### src/rtl/divider_32_pkg.sv
// Shared types and constants for the iterative restoring divider.
package alu_div_pkg;

    // Legacy-compatible state encoding, shared with the sequencer tooling.
    typedef logic [1:0] state_t;

    localparam state_t IDLE = 2'd0;
    localparam state_t RUN  = 2'd1;
    localparam state_t FIX  = 2'd2;
    localparam state_t DONE = 2'd3;

    localparam int DEF_WIDTH = 32;

    // Quotient reported for a zero divisor: unsigned max, or -1 when signed.
    localparam logic [DEF_WIDTH-1:0] DIV_ZERO_Q = '1;

    // Iteration counter width: must hold the value WIDTH itself.
    function automatic int cnt_w(input int width);
        return $clog2(width) + 1;
    endfunction

endpackage

### src/rtl/divider_32_if.sv
// Handshake and operand bus between the ALU sequencer and the divider.
interface divider_32_if
    import alu_div_pkg::*;
#(
    parameter int WIDTH = DEF_WIDTH
);

    logic             ena;
    logic             start;
    logic             sgn;
    logic [WIDTH-1:0] a;
    logic [WIDTH-1:0] b;
    logic [WIDTH-1:0] q;
    logic [WIDTH-1:0] r;
    logic             dne;
    logic             busy;
    logic             dz;

    modport master (
        output ena, start, sgn, a, b,
        input  q, r, dne, busy, dz
    );

    modport slave (
        input  ena, start, sgn, a, b,
        output q, r, dne, busy, dz
    );

endinterface

### src/rtl/divider_32_step.sv
// One combinational restoring-division iteration on magnitudes.
module div_step
    import alu_div_pkg::*;
#(
    parameter int WIDTH = DEF_WIDTH
) (
    input  logic [WIDTH:0] rem,
    input  logic           dvd_msb,
    input  logic [WIDTH:0] divisor,
    output logic [WIDTH:0] rem_next,
    output logic           q_bit
);

    logic [WIDTH+1:0] shifted;
    logic [WIDTH+1:0] trial;

    // Shift in the next dividend bit, trial-subtract, keep the trial only if non-negative.
    always_comb begin
        shifted  = {rem, dvd_msb};
        trial    = shifted - {1'b0, divisor};
        q_bit    = ~trial[WIDTH+1];
        rem_next = q_bit ? trial[WIDTH:0] : shifted[WIDTH:0];
    end

endmodule

### src/rtl/divider_32.sv
// Iterative restoring divider: one quotient bit per enabled clock, signed or unsigned,
// with the same ena/dne handshake as the sequential shift-add multiplier.
module divider_32
    import alu_div_pkg::*;
#(
    parameter int WIDTH = DEF_WIDTH
) (
    input  logic         clk,
    input  logic         rst,
    divider_32_if.slave  bus
);

    localparam int CNT_W = cnt_w(WIDTH);

    state_t           state;
    logic [CNT_W-1:0] cnt;
    logic [WIDTH-1:0] dvd;       // dividend magnitude, quotient bits shift in at the LSB
    logic [WIDTH:0]   rem;       // partial remainder, one spare bit for the 2^(WIDTH-1) magnitude case
    logic [WIDTH:0]   divisor;
    logic             neg_q;
    logic             neg_r;
    logic             dz_pend;

    logic [WIDTH-1:0] q_reg;
    logic [WIDTH-1:0] r_reg;
    logic             dne_reg;
    logic             busy_reg;
    logic             dz_reg;

    logic [WIDTH-1:0] a_mag;
    logic [WIDTH-1:0] b_mag;
    logic [WIDTH:0]   rem_next;
    logic             q_bit;

    // Operand magnitudes; the most negative value maps to itself and is read as unsigned.
    always_comb begin
        a_mag = (bus.sgn && bus.a[WIDTH-1]) ? -bus.a : bus.a;
        b_mag = (bus.sgn && bus.b[WIDTH-1]) ? -bus.b : bus.b;
    end

    div_step #(
        .WIDTH (WIDTH)
    ) u_step (
        .rem      (rem),
        .dvd_msb  (dvd[WIDTH-1]),
        .divisor  (divisor),
        .rem_next (rem_next),
        .q_bit    (q_bit)
    );

    // Control FSM, iteration counter, datapath registers and result registers.
    always_ff @(posedge clk) begin
        if (rst) begin
            state    <= IDLE;
            cnt      <= '0;
            dvd      <= '0;
            rem      <= '0;
            divisor  <= '0;
            neg_q    <= 1'b0;
            neg_r    <= 1'b0;
            dz_pend  <= 1'b0;
            q_reg    <= '0;
            r_reg    <= '0;
            dne_reg  <= 1'b0;
            busy_reg <= 1'b0;
            dz_reg   <= 1'b0;
        end else if (bus.ena) begin
            case (state)
                IDLE, DONE: begin
                    if (bus.start) begin
                        dvd      <= a_mag;
                        divisor  <= {1'b0, b_mag};
                        rem      <= '0;
                        neg_q    <= bus.sgn & (bus.a[WIDTH-1] ^ bus.b[WIDTH-1]);
                        neg_r    <= bus.sgn & bus.a[WIDTH-1];
                        dz_pend  <= (bus.b == '0);
                        cnt      <= CNT_W'(WIDTH);
                        dne_reg  <= 1'b0;
                        busy_reg <= 1'b1;
                        state    <= RUN;
                    end
                end
                RUN: begin
                    rem <= rem_next;
                    dvd <= {dvd[WIDTH-2:0], q_bit};
                    cnt <= cnt - 1'b1;
                    if (cnt == CNT_W'(1)) begin
                        state <= FIX;
                    end
                end
                FIX: begin
                    // A zero divisor yields an all-ones magnitude; the sign fix would turn it
                    // into +1 for a negative dividend, so the quotient is forced instead.
                    // The remainder needs no special case: re-signing |a| restores a.
                    q_reg    <= dz_pend ? DIV_ZERO_Q : (neg_q ? -dvd : dvd);
                    r_reg    <= neg_r ? -rem[WIDTH-1:0] : rem[WIDTH-1:0];
                    dz_reg   <= dz_pend;
                    dne_reg  <= 1'b1;
                    busy_reg <= 1'b0;
                    state    <= DONE;
                end
                default: begin
                    state <= IDLE;
                end
            endcase
        end
    end

    assign bus.q    = q_reg;
    assign bus.r    = r_reg;
    assign bus.dne  = dne_reg;
    assign bus.busy = busy_reg;
    assign bus.dz   = dz_reg;

endmodule

### src/flat_wrapper.sv
// flat-port wrapper written by rule: the top's interface ports become plain ports
module divider_32_flat import alu_div_pkg::*;
#(
    parameter int WIDTH = DEF_WIDTH
)
  (clk, rst, bus_ena, bus_start, bus_sgn, bus_a, bus_b, bus_q, bus_r, bus_dne, bus_busy, bus_dz);
  divider_32_if #(.WIDTH(WIDTH)) bus_i ();
  input  logic clk;
  input  logic rst;
  input wire logic [$bits(bus_i.ena)-1:0] bus_ena;
  input wire logic [$bits(bus_i.start)-1:0] bus_start;
  input wire logic [$bits(bus_i.sgn)-1:0] bus_sgn;
  input wire logic [$bits(bus_i.a)-1:0] bus_a;
  input wire logic [$bits(bus_i.b)-1:0] bus_b;
  output wire logic [$bits(bus_i.q)-1:0] bus_q;
  output wire logic [$bits(bus_i.r)-1:0] bus_r;
  output wire logic [$bits(bus_i.dne)-1:0] bus_dne;
  output wire logic [$bits(bus_i.busy)-1:0] bus_busy;
  output wire logic [$bits(bus_i.dz)-1:0] bus_dz;
  assign bus_i.ena = bus_ena;
  assign bus_i.start = bus_start;
  assign bus_i.sgn = bus_sgn;
  assign bus_i.a = bus_a;
  assign bus_i.b = bus_b;
  assign bus_q = bus_i.q;
  assign bus_r = bus_i.r;
  assign bus_dne = bus_i.dne;
  assign bus_busy = bus_i.busy;
  assign bus_dz = bus_i.dz;
  divider_32 #(.WIDTH(WIDTH)) u_core (.clk(clk), .rst(rst), .bus(bus_i));
endmodule
### config.mk
export PLATFORM = sky130hd
export DESIGN_NAME = divider_32_flat
export DESIGN_NICKNAME = d
export VERILOG_FILES = /design/src/rtl/divider_32_pkg.sv /design/src/rtl/divider_32_if.sv /design/src/rtl/divider_32_step.sv /design/src/rtl/divider_32.sv /design/src/flat_wrapper.sv
export SDC_FILE = /design/constraint.sdc
export NUM_CORES = 1
export LEC_CHECK = 0
export BUFFER_PORTS_ARGS = -buffer_cell sky130_fd_sc_hd__buf_2
export CAP_MARGIN = 25
export CORE_MARGIN = 1.5
export CORE_UTILIZATION = 45
export DETAILED_ROUTE_END_ITERATION = 6
export PLACE_DENSITY = 0.65
export SLEW_MARGIN = 5
export SYNTH_ARGS = -nofsm -noshare
export SYNTH_HDL_FRONTEND = slang
export SYNTH_SLANG_ARGS = --single-unit
export TNS_END_PERCENT = 50
### constraint.sdc
create_clock -name clk -period 9.2 [get_ports clk]
set_clock_uncertainty 0.1 [all_clocks]
set_input_delay 0.46 -clock clk [delete_from_list [all_inputs] [get_ports clk]]
set_output_delay 0.46 -clock clk [all_outputs]
set_load 0.01 [all_outputs]
==> impl_metrics.csv <==
group,metric,value,unit
yosys,number_of_warnings_reported_in_the_yosys_synthesis_log,0,
routing,dr.max_layer_used,"met4",
layout,register_name_with_the_most_flops,"u_core.rem",
setup_path,worst_setup_path_endpoint,"u_core.bus.r[31]$_SDFFE_PP0P_",
yosys,largest_family_of_logic_cells_by_synthesized_area,"compound AO/OA/AOI/OAI gates",
sta,finalMaxSlewViolations,0,
setup_path,cp_slowest_cell,"sky130_fd_sc_hd__or4_4",
clock_network,post-cts-setup-buffers,0,
layout,most_common_cell_after_layout_fill_and_taps_aside,"sky130_fd_sc_hd__nand2_1",
layout,flip_flop_count_of_the_largest_register_after_layout,33,
layout,areaGrowthSynthToFinish,13.0,%
yosys,synth-xor-area-share,11.1,%
yosys,synthArstFlopShare,0,%
floorplan,core_area,23700,sq um
routing,routedLengthMet1,15800,microns
clock_network,clock_insertion_delay_at_the_later_pin_of_the_skew_report,440,ps
clock_network,cts_tree,"yes",
yosys,avgSynthCellArea,7.59,sq um
pwr,power.static_leakage,4.92,nW
clock_network,post_cts_hold_buffer_count,0,
routing,wl,30300,microns
worst_hold_path,hold_path.class,"primary input to flip-flop",
outcome,status,"finished clean",
sta,fin_tns_setup,0,ps
clock_network,h-tree-depth,4,
clock_network,cts_root_buf,"sky130_fd_sc_hd__clkbuf_16",
pwr,power.net_switching,596,uW
yosys,synth_cells,1440,
floorplan,vertical_extent_of_the_die,159,microns
pwr,cellPowerDensity,158,nW/um^2
setup_path,arrival,3730,ps
yosys,synth.net_count,1551,
setup_path,cpPeakStageDelay,600,ps
sta,layout_worst_path_cycle_share,38.7,%
routing,met3_wirelength,1620,microns
routing,route.vias.total,10500,
pwr,internal_power,1.35,mW
pwr,netSwitchingFraction,30.7,%
pwr,power.combinational.fraction,20.2,%
pwr,max-vdd-ir-drop,0.0845,mV
layout,final_layout_size_suffix_gt1_share,12.9,%
sta,setup_violations,0,
setup_path,worst_r2r_endpoint,"u_core.bus.r[31]$_SDFFE_PP0P_",
grt,grt_pass1_wl,49100,microns
placed_design,detailed_place_hpwl,22200,microns
clock_network,cts_buffer_depth,2,
setup_path,end_kind,"flip-flop",
setup_path,timing.critical_path.from,"u_core.rem[0]$_SDFFE_PP0P_",
floorplan,die_area,25200,sq um
floorplan,floorplan.io_pins,136,
setup_path,rrSetupSlack,5640,ps
yosys,synth.mux.area_fraction,0.824,%
routing,final_antenna_net_count,0,
sta,rsz0062_at_grt,"no",
floorplan,std_cell_rows,56,
yosys,synth_seq_area_share,32.1,%
clock_network,clk_pin_slew,70,ps
setup_path,r2r_cells,9,
yosys,synth.ff_latch_count,175,
sta,hold_ws,231,ps
yosys,syn-cell-area,10900,sq um
placed_design,portBuffers,135,
clock_network,cts.sink_count,175,
yosys,synth-simple-area-share,20.8,%
routing,detail_route.drc_violations,0,
setup_path,worst_setup_path_start_kind,"flip-flop",
sta,max_freq,0.281,GHz
yosys,synth-edff-count,0,
yosys,yosys_most_used_dff,"sky130_fd_sc_hd__dfxtp_1",
sta,worst_slew_margin_rel,33.3,%
floorplan,initial_core_util,46.1,%
routing,initialDrtViolationCount,864,
yosys,synthAdderAreaFrac,4.88,%
grt,grt_usage,23.7,%
pwr,power.share.sequential,42.4,%
setup_path,worstSetupPathType,"flip-flop to flip-flop",
floorplan,die-width,159,microns
routing,detailedRoute.firstPassIterationCount,5,
sta,final_hold_violation_count,0,
layout,num_antenna_cells,0,
yosys,yosys.cell_types.count,64,
grt,gr-total-overflow,0,
setup_path,worst_path_dominant_cell_family,"simple AND/OR/NAND/NOR gates",
setup_path,worstPathRequired,9370,ps
clock_network,postCtsResizedCells,0,
sta,worstMarginPinSlew,1000,ps
routing,vias_per_cell,5.65,
grt,antenna_found_initial,0,
setup_path,critical_path_cell_by_cell,"or4_4 > or4_4 > nand2b_4 > or3_4 > or3_1 > or3_4 > o31ai_4 > xor2_1 > a211oi_1",
yosys,synth_compound_gate_area_share,25.4,%
grt,maximum_number_of_pins_on_one_net_before_global_route_repair,94,
layout,nets,1633,
placed_design,gp_routability_congestion,0.881,
flow_run,maxCapViolations,0,
routing,wl_met2,12400,microns
setup_path,crit-reg2reg-launch,"u_core.rem[0]$_SDFFE_PP0P_",
pwr,report.power.total,1.95,mW
setup_path,worstPathMaxFanout,8,
clock_network,cts-buffers-inserted,17,
layout,layout.cells.most_common_list,"sky130_fd_sc_hd__nand2_1 (184), sky130_fd_sc_hd__dfxtp_1 (175), sky130_fd_sc_hd__nor2_1 (159), sky130_fd_sc_hd__buf_2 (134), sky130_fd_sc_hd__a21oi_1 (125)",
setup_path,critical_path_depth,9,
setup_path,cp_num_buf_inv,0,
routing,post_drt_wl_per_cell,16.4,microns
sta,period_minus_slack,3560,ps
pwr,power.clock.fraction,37.3,%
grt,grt_pass1_vias,9207,
-- how the worst min path moves through the flow --
stage	depth (start not counted)	from	slack (ps)	to
3_5_place_dp	2	u_core.bus.r[26]$_SDFFE_PP0P_	340	u_core.bus.r[26]$_SDFFE_PP0P_
4_1_cts	3	bus_b[0]	200	u_core.divisor[0]$_SDFFE_PP0P_
2_1_floorplan	2	u_core.divisor[15]$_SDFFE_PP0P_	330	u_core.divisor[15]$_SDFFE_PP0P_
6_report	3	bus_b[0]	230	u_core.divisor[0]$_SDFFE_PP0P_
3_3_place_gp	2	u_core.bus.r[26]$_SDFFE_PP0P_	340	u_core.bus.r[26]$_SDFFE_PP0P_
5_1_grt	3	bus_b[0]	220	u_core.divisor[0]$_SDFFE_PP0P_
-- cells in the mapped netlist, types with 5 or more instances --
| master | number | share of area, % |
|---|---|---|
| sky130_fd_sc_hd__a211oi_1 | 59 | 4.1 |
| sky130_fd_sc_hd__a21o_1 | 13 | 0.89 |
| sky130_fd_sc_hd__a21oi_1 | 125 | 5.7 |
| sky130_fd_sc_hd__a311oi_1 | 10 | 0.80 |
| sky130_fd_sc_hd__a31oi_1 | 10 | 0.57 |
| sky130_fd_sc_hd__a32oi_1 | 12 | 0.96 |
| sky130_fd_sc_hd__and2_1 | 11 | 0.63 |
| sky130_fd_sc_hd__and3_1 | 9 | 0.52 |
| sky130_fd_sc_hd__buf_1 | 5 | 0.17 |
| sky130_fd_sc_hd__clkbuf_1 | 70 | 2.4 |
| sky130_fd_sc_hd__dfxtp_1 | 175 | 32 |
| sky130_fd_sc_hd__ha_1 | 41 | 4.7 |
| sky130_fd_sc_hd__inv_1 | 56 | 1.9 |
| sky130_fd_sc_hd__mux2i_1 | 9 | 0.82 |
| sky130_fd_sc_hd__nand2_1 | 184 | 6.3 |
| sky130_fd_sc_hd__nand2b_1 | 7 | 0.40 |
| sky130_fd_sc_hd__nand3_1 | 15 | 0.69 |
| sky130_fd_sc_hd__nand4_1 | 10 | 0.57 |
| sky130_fd_sc_hd__nor2_1 | 160 | 5.5 |
| sky130_fd_sc_hd__nor2b_1 | 7 | 0.40 |
| sky130_fd_sc_hd__nor3_1 | 24 | 1.1 |
| sky130_fd_sc_hd__nor3b_1 | 5 | 0.34 |
| sky130_fd_sc_hd__nor4_1 | 8 | 0.46 |
| sky130_fd_sc_hd__o21a_1 | 6 | 0.41 |
| sky130_fd_sc_hd__o21ai_0 | 117 | 5.4 |
| sky130_fd_sc_hd__o22ai_1 | 25 | 1.4 |
| sky130_fd_sc_hd__o31ai_1 | 24 | 1.6 |
| sky130_fd_sc_hd__o41ai_1 | 15 | 1.2 |
| sky130_fd_sc_hd__or3_1 | 23 | 1.3 |
| sky130_fd_sc_hd__or4_1 | 11 | 0.76 |
| sky130_fd_sc_hd__xnor2_1 | 71 | 5.7 |
| sky130_fd_sc_hd__xor2_1 | 67 | 5.4 |
-- power by group through the flow --
stage | Sequential [mW] | Combinational, mW | Clock (mW)
floorplan | 0.833 | 0.283 | 0
global placement | 0.840 | 0.385 | 0
detailed placement | 0.842 | 0.387 | 0
CTS | 0.825 | 0.389 | 0.737
global route | 0.830 | 0.439 | 0.768
finish | 0.826 | 0.394 | 0.726
-- through the flow --
| step | setup slack [ps] | cells | area [sq um] | utilization [%] |
|---|---|---|---|---|
| 3_5_place_dp | 5440 | 1821 | 11800 | 49.6 |
| 3_3_place_gp | 5510 | 1820 | 11700 | 49.5 |
| 2_1_floorplan | 5900 | 1440 | 10900 | - |
| 6_report | 5640 | 1852 | 12300 | 52.1 |
| 5_1_grt | 5440 | 1852 | 12300 | 52.1 |
| 4_1_cts | 5370 | 1851 | 12300 | 52.0 |
-- cell type report --
class	count	area, sq um
fillers	2390	11300
clock inverters	12	136
inverters	56	210
well taps	319	399
clock buffers	18	439
repair buffers	145	778
flip-flops and latches	175	3500
multi-input cells	1127	6880
-- worst min-delay path: stages --
cell and delay [ps]:
sky130_fd_sc_hd__buf_2 140, sky130_fd_sc_hd__nand2_1 70, sky130_fd_sc_hd__a21oi_1 50
-- cell families (layout without fill, tap and decap cells) --
kind of cell               Yosys count  count (layout)
and+or+nand+nor                    494             494
adders and majority gates           42              42
muxes                                9               9
buffers and inverters              138             231
DFF                                175             175
xor gates and xnor gates           138             138
AOI/OAI and AO/OA                  444             444
-- per-layer routing --
metal / up-vias / GRT usage [%]
met2: 291 / 33.7
met5: - / 0
met1: 4864 / 36.6
met3: 28 / 3.68
met4: 0 / 6.36
li1: 5279 / -
Note: power is estimated with default switching activity, not from simulation.
